File: src/rtl/uart_tx_cfg.sv
// uart_tx_cfg: parametrised UART transmitter with valid/ready input.
// Frame: start(0), DATA_BITS data bits LSB first, optional parity, 1 or 2 stop bits.
// Build option: define UART_TX_FIFO_EN for a FIFO_DEPTH-entry circular input FIFO;
// otherwise a single holding register buffers one word.
module uart_tx_cfg #(
    parameter int unsigned BRCLOCK_CYCLES = 10,
    parameter int unsigned DATA_BITS      = 8,
    parameter int unsigned FIFO_DEPTH     = 4
) (
    input  logic                            clk,
    input  logic                            rst,
    input  logic                            s_valid,
    output logic                            s_ready,
    input  logic [DATA_BITS-1:0]            s_data,
    input  logic                            pen,
    input  logic                            peven,
    input  logic                            stop2,
    output logic                            tx,
    output logic                            busy,
    output logic [$clog2(FIFO_DEPTH+1)-1:0] level
);

    localparam int unsigned LW = $clog2(FIFO_DEPTH + 1);
    localparam int unsigned CW = $clog2(BRCLOCK_CYCLES);
    localparam int unsigned IW = $clog2(DATA_BITS);
    localparam logic [CW-1:0] BAUD_LAST = CW'(BRCLOCK_CYCLES - 1);
    localparam logic [IW-1:0] BIT_LAST  = IW'(DATA_BITS - 1);

    typedef enum logic [2:0] {
        S_IDLE,
        S_START,
        S_DATA,
        S_PARITY,
        S_STOP
    } state_t;

    state_t               r_state;
    state_t               w_next;
    logic                 r_run;
    logic [CW-1:0]        r_baud;
    logic [IW-1:0]        r_bitidx;
    logic [DATA_BITS-1:0] r_shift;
    logic                 r_pen;
    logic                 r_stop2;
    logic                 r_par;
    logic                 w_tick;
    logic                 w_stop_last;
    logic                 w_pop;
    logic                 w_push;
    logic                 w_tx;
    logic [DATA_BITS-1:0] w_head;
    logic [LW-1:0]        w_level;

    assign w_tick      = (r_baud == BAUD_LAST);
    assign w_stop_last = !r_stop2 || (r_bitidx != '0);
    assign w_push      = s_valid && s_ready;

    // Ready is held low until the first clock edge after reset release
    always_ff @(posedge clk or negedge rst) begin
        if (!rst) r_run <= 1'b0;
        else      r_run <= 1'b1;
    end

`ifdef UART_TX_FIFO_EN
    localparam int unsigned PW = $clog2(FIFO_DEPTH);

    logic [DATA_BITS-1:0] r_mem [FIFO_DEPTH];
    logic [PW-1:0]        r_wptr;
    logic [PW-1:0]        r_rptr;
    logic [LW-1:0]        r_count;

    assign w_head  = r_mem[r_rptr];
    assign w_level = r_count;
    assign s_ready = r_run && (r_count < LW'(FIFO_DEPTH));

    // FIFO storage write; contents need no reset since count gates reads
    always_ff @(posedge clk) begin
        if (w_push) r_mem[r_wptr] <= s_data;
    end

    // FIFO pointers and occupancy; pointers wrap naturally at a power-of-2 depth
    always_ff @(posedge clk or negedge rst) begin
        if (!rst) begin
            r_wptr  <= '0;
            r_rptr  <= '0;
            r_count <= '0;
        end else begin
            if (w_push) r_wptr <= r_wptr + PW'(1);
            if (w_pop)  r_rptr <= r_rptr + PW'(1);
            case ({w_push, w_pop})
                2'b10:   r_count <= r_count + LW'(1);
                2'b01:   r_count <= r_count - LW'(1);
                default: r_count <= r_count;
            endcase
        end
    end
`else
    logic [DATA_BITS-1:0] r_hold;
    logic                 r_full;

    assign w_head  = r_hold;
    assign w_level = LW'(r_full);
    assign s_ready = r_run && !r_full;

    // Single holding register; push and pop are mutually exclusive here
    always_ff @(posedge clk or negedge rst) begin
        if (!rst) begin
            r_hold <= '0;
            r_full <= 1'b0;
        end else if (w_push) begin
            r_hold <= s_data;
            r_full <= 1'b1;
        end else if (w_pop) begin
            r_full <= 1'b0;
        end
    end
`endif

    // FSM state register
    always_ff @(posedge clk or negedge rst) begin
        if (!rst) r_state <= S_IDLE;
        else      r_state <= w_next;
    end

    // Next-state, buffer pop and serial line value
    always_comb begin
        w_next = r_state;
        w_pop  = 1'b0;
        w_tx   = 1'b1;
        case (r_state)
            S_IDLE: begin
                if (w_level != '0) begin
                    w_pop  = 1'b1;
                    w_next = S_START;
                end
            end
            S_START: begin
                w_tx = 1'b0;
                if (w_tick) w_next = S_DATA;
            end
            S_DATA: begin
                w_tx = r_shift[0];
                if (w_tick && (r_bitidx == BIT_LAST)) w_next = r_pen ? S_PARITY : S_STOP;
            end
            S_PARITY: begin
                w_tx = r_par;
                if (w_tick) w_next = S_STOP;
            end
            S_STOP: begin
                if (w_tick && w_stop_last) begin
                    if (w_level != '0) begin
                        w_pop  = 1'b1;
                        w_next = S_START;
                    end else begin
                        w_next = S_IDLE;
                    end
                end
            end
            default: w_next = S_IDLE;
        endcase
    end

    // Frame datapath: load on pop, baud counting, data shifting, stop-bit count
    always_ff @(posedge clk or negedge rst) begin
        if (!rst) begin
            r_baud   <= '0;
            r_bitidx <= '0;
            r_shift  <= '0;
            r_pen    <= 1'b0;
            r_stop2  <= 1'b0;
            r_par    <= 1'b0;
        end else if (w_pop) begin
            r_baud   <= '0;
            r_bitidx <= '0;
            r_shift  <= w_head;
            r_pen    <= pen;
            r_stop2  <= stop2;
            r_par    <= peven ? ^w_head : ~^w_head;
        end else if (r_state != S_IDLE) begin
            r_baud <= w_tick ? '0 : r_baud + CW'(1);
            if (w_tick) begin
                case (r_state)
                    S_DATA: begin
                        r_shift  <= {1'b0, r_shift[DATA_BITS-1:1]};
                        r_bitidx <= (r_bitidx == BIT_LAST) ? '0 : r_bitidx + IW'(1);
                    end
                    S_STOP: begin
                        if (!w_stop_last) r_bitidx <= IW'(1);
                    end
                    default: ;
                endcase
            end
        end
    end

    assign tx    = w_tx;
    assign level = w_level;
    assign busy  = (r_state != S_IDLE) || (w_level != '0);

endmodule

File: config.mk
export PLATFORM = sky130hd
export DESIGN_NAME = uart_tx_cfg
export DESIGN_NICKNAME = d
export VERILOG_FILES = /design/src/rtl/uart_tx_cfg.sv
export SDC_FILE = /design/constraint.sdc
export NUM_CORES = 1
export LEC_CHECK = 0
export CAP_MARGIN = 20
export CORE_UTILIZATION = 44
export CTS_BUF_LIST = sky130_fd_sc_hd__clkbuf_4 sky130_fd_sc_hd__clkbuf_8
export DETAILED_ROUTE_END_ITERATION = 10
export PLACE_DENSITY = 0.65
export SYNTH_ARGS = -nofsm -noshare
export SYNTH_HDL_FRONTEND = slang
export SYNTH_SLANG_ARGS = --single-unit
File: constraint.sdc
create_clock -name clk -period 3.6 [get_ports clk]
set_clock_uncertainty 0.15 [all_clocks]
set_input_delay 0.9 -clock clk [delete_from_list [all_inputs] [get_ports clk]]
set_output_delay 0.9 -clock clk [all_outputs]
set_load 0.01 [all_outputs]
== Word level (Yosys, flattened, before mapping) ==
Cells that the tools add are included.

* Output and inout bits: 6
* Register bits: 31
* Logic and storage cells: 73
* Input bits: 14

* Equality and inequality tests: 12
* Muxes and demuxes: 28
* Reduce and logical (&&, ||, !) cells: 21
* Add/sub/neg operators: 2

{| class="wikitable"
|+ Operator list
! operator !! number
|-
| two-way mux 3 bit || 11
|-
| two-way mux 8 bit || 4
|-
| case mux 3 bit (5 select lines) || 1
|-
| two-way mux 4 bit || 3
|-
| != test 2 bit (second input constant) || 5
|-
| nonzero test 3 bit || 3
|-
| nonzero test 2 bit || 4
|-
| XNOR reduction 8 bit || 1
|-
| parity 8 bit || 1
|-
| equality test 3 x 2 -> 1 bit (second input constant) || 2
|-
| equality test 3 bit (second input constant) || 2
|-
| two-way mux 1 bit || 6
|-
| case mux 3 bit (2 select lines) || 1
|-
| AND reduction 5 bit || 1
|-
| adder 4 x 1 -> 4 bit (second input constant) || 1
|-
| equality test 4 bit (second input constant) || 1
|-
| logical AND 1 bit || 4
|-
| AND reduction 4 bit || 1
|-
| adder 3 x 1 -> 3 bit (second input constant) || 1
|-
| equality test 3 x 1 -> 1 bit (second input constant) || 1
|-
| logical NOT 3 bit || 1
|-
| != test 3 bit (second input constant) || 1
|-
| case mux 1 bit (3 select lines) || 1
|-
| AND reduction 3 bit || 1
|-
| 3 further kinds || 5
|}

== Logic depth before layout (Yosys ltp) ==
* Depth in word-level cells: 7
* Mapped depth: 7
* Depth with buffers taken out: 6

== Least setup slack after synthesis ==
OpenSTA, ideal clock, no wires.

* Path kind: register to output
* Start point: register r_state[1]
* End point: output port busy
* Slack: 1.336 ns
* Path buffers: 1
* Required time: 2.550 ns
* Stages on the path, launching flop included: 5
* Arrival: 1.214 ns
* Cell sequence: dfrtp_1 buf_2 or3_1 nor2_1 inv_1

* Longest elaborated chain between the ends: 2

{| class="wikitable"
|+ RTL lines
! item !! RTL line !! source
|-
| start: declaration || 37 || <nowiki>state_t r_state;</nowiki>
|-
| start signal: assignment || 122 || <nowiki>else r_state <= w_next;</nowiki>
|-
| nonzero test 3 bit || 198 || <nowiki>assign busy = (r_state != S_IDLE) || (w_level != '0);</nowiki>
|-
| logical OR 1 bit || 198 ||
|-
| end: declaration || 19 || <nowiki>output logic busy,</nowiki>
|}

Every way passes these cells.

== Worst setup path after layout ==
* Start point: register r_state[2]
* End point: output port busy

Same word-level chain as after synthesis.

==> qor.csv <==
stage,metric,value,unit
finish,total inserted antenna cells,0,
worst_setup_path,worst reg2reg startpoint,r_baud[1]$_DFFE_PN0P_,
worst_setup_path,CP max stage delay,560,ps
clock_tree,Num CTS Buffers,5,
clock_tree,H-tree depth,2,
synthesis,number of library cell types mapped by synthesis,40,
worst_setup_path,CP required,2550,ps
floorplanning,full die area,0.00420,mm^2
clock_tree,root buf cell,clkbuf_8,
clock_tree,clk slew on worst S/H paths,60,ps
worst_setup_path,crit path from,r_state[2]$_DFFE_PN0P_,
worst_setup_path,Bufs and invs on worst path,2,
timing,Slew @ Worst Pin,580,ps
floorplanning,Rows,22,
grt,GRT Total Usage,0.190,
finish,"most common cell after layout, fill and taps aside",dfrtp_1,
worst_setup_path,CP max FO,15,
route,Via Count,1289,
worst_setup_path,cell family with most CP delay,simple AND/OR/NAND/NOR gates,
outcome,status,"finished, final reports clean",
route,Routed Antenna Nets,0,
worst_setup_path,slowest CP cell,dfrtp_1,
place,pre-CTS setup slack,767,ps
place,RD Place Congestion,0.836,
synthesis,post-synthesis area per instance,10.3,um^2
route,iteration count of the initial detailed-routing pass,4,
floorplanning,core footprint,0.00372,mm^2
route,Initial DRC Count,81,
timing,"Slew Viols, Final",0,
clock_tree,Max Root-Sink Buffers,2,
worst_setup_path,nature of the critical path startpoint,register,
timing,RSZ-0062 raised after global routing,no,
timing,Final Hold Vio Count,0,
power_and_ir_drop,Pleak,0.891,nW
worst_setup_path,critical-path cell list,or3_1 -> nor2_1 -> inv_1 -> clkdlybuf4s50_1,
floorplanning,die width,64.8,um
finish,nets,207,
route,final wirelength,3370,um
hold_path,Hold Crit Class,register to register,
synthesis,Post-Syn Instances,169,
synthesis,"Async S/R FF share, synth",1.00,
finish,most frequent cells in the layout,"31 x dfrtp_1, 18 x o21ai_0, 17 x clkdlybuf4s50_1, 11 x nor3_1",
grt,GRT Residual Overflow,0,
timing,Fin Setup TNS,0,ps
worst_setup_path,Worst R2R Setup Slack,1450,ps
finish,final cell count without fillers,237,
clock_tree,clk_lat worst skew,280,ps
power_and_ir_drop,Power Dens Cells,511,mW/mm^2
grt,initial antenna violation count,0,
worst_setup_path,Worst Path Arrival,2090,ps
timing,Fin Hold WS,379,ps
finish,Fill cells,343,
synthesis,Post-synth EDFFs,0,
route,routed len/inst,14.2,um
grt,first-pass GRT wire length,5960,um
grt,vias in the first global route,1276,
timing,worst setup margin,457,ps
worst_setup_path,CP endpoint kind,primary output,
timing,final worst path period need,3140,ps
timing,Max-slew headroom,0.611,
route,vias per std cell,5.44,
place,IO buf count,17,
worst_setup_path,WS Path Type,register to primary output,
synthesis,Synth Flop Type,dfrtp_1,
power_and_ir_drop,VDD IR-drop max,388,uV
timing,Tcrit/Tclk final,0.873,
synthesis,mapped cell area,0.00174,mm^2
place,placed cells,229,
timing,final setup fails,0,
clock_tree,CTS tree,done,
clock_tree,post-CTS setup buffer count,0,
finish,area grow syn2layout,19.0,%
clock_tree,PostCTS Resize Cnt,0,
place,hpwl dp,2430,um
synthesis,register area share after synthesis,0.447,
grt,largest net degree at the start of global routing,32,
hold_path,worst hold start,r_shift[7]$_DFFE_PN0P_,
route,DRC,0,
synthesis,synthesis-stage register bit count,31,
floorplanning,Initial Utilization,0.467,
clock_tree,TritonCTS Sinks,31,
job,maxcap violations,0,
finish,layout cell share with drive strength beyond 1,0.159,
floorplanning,I/O pins,20,
floorplanning,chip height,64.8,um
clock_tree,"Hold-fix buffers, CTS",0,
synthesis,Synth Warn #,0,
timing,Fmax,0.318,GHz
## cell usage after synthesis, types with 3 or more instances
cell type   n  area [um^2]
xnor2_1     5         43.8
a31oi_1     7         43.8
inv_1       9         33.8
buf_4       5         37.5
o21ai_0    18         90.1
nor3_1     11         55.1
nand3_1     8         40.0
ha_1        5         62.6
nand2b_1    3         18.8
mux2_2     10          113
nand2_1    10         37.5
a21oi_1     5         25.0
dfrtp_1    31          776
nor2_1      8         30.0
## power by group
part / total [mW] / leakage (nW) / internal, mW / switching [mW]
sequential: 0.438 / 0.382 / 0.393 / 0.0458
combinational: 0.205 / 0.440 / 0.140 / 0.0656
clock: 0.412 / 0.0688 / 0.284 / 0.128
total: 1.06 / 0.891 / 0.817 / 0.239
## layer usage
layer  wire [um]  up-vias  GRT usage
met2        1680       29      0.305
met5           0        -          0
met3         130        7     0.0704
met4          45        0     0.0611
li1            -      639          -
met1        1510      614      0.235
## final timing paths
| kind | end | cells after the start |
|---|---|---|
| hold / removal | r_shift[7]$_DFFE_PN0P_ | 2 |
| min in group asynchronous | r_baud[3]$_DFFE_PN0P_ | 2 |
| setup / recovery | busy | 4 |
| max in group asynchronous | r_bitidx[0]$_DFFE_PN0P_ | 2 |
| hold reg to reg | r_shift[7]$_DFFE_PN0P_ | 2 |
| setup reg to reg | r_shift[5]$_DFFE_PN0P_ | 6 |
## final cells by class
cell class,instances,area [um^2],area share
clock buffers,6,76.3,0.0369
multi-input cells,123,883,0.427
clock inverters,2,60.1,0.0291
flip-flops and latches,31,776,0.375
inverters,9,33.8,0.0163
well taps,48,60.1,0.0291
repair buffers,18,178,0.0860
## sequential cells by signal, indices dropped and copies added, names as in the netlist
register,count
r_baud,4
r_run,1
r_par,1
r_shift,8
r_full,1
r_pen,1
r_state,3
r_bitidx,3
r_hold,8
r_stop2,1
## worst min-delay path: cells and delay by family (launching register included)
family | cells | cell delay [ps]
DFF | 1 | 380
AOI/OAI and AO/OA | 1 | 60
buffers and inverters | 1 | 50
## stage by stage
step | utilization | total power, mW | area, um^2
after CTS | 0.556 | 1.07 | 2070
after global routing | 0.556 | 1.11 | 2070
after global placement | 0.520 | 0.649 | 1930
after detailed placement | 0.520 | 0.654 | 1930
after floorplan | - | 0.601 | 1740
final | 0.556 | 1.06 | 2070
## logic make-up after synthesis
group,after synthesis,share of synthesized area
AOI/OAI and AO/OA,39,0.150
adders and majority gates,5,0.0360
and+or+nand+nor,56,0.188
muxes,13,0.0850
DFF,31,0.447
xor gates and xnor gates,7,0.0432
buffers and inverters,16,0.0468
other,2,0.00432
No activity file was read; power rests on OpenSTA's default activity.
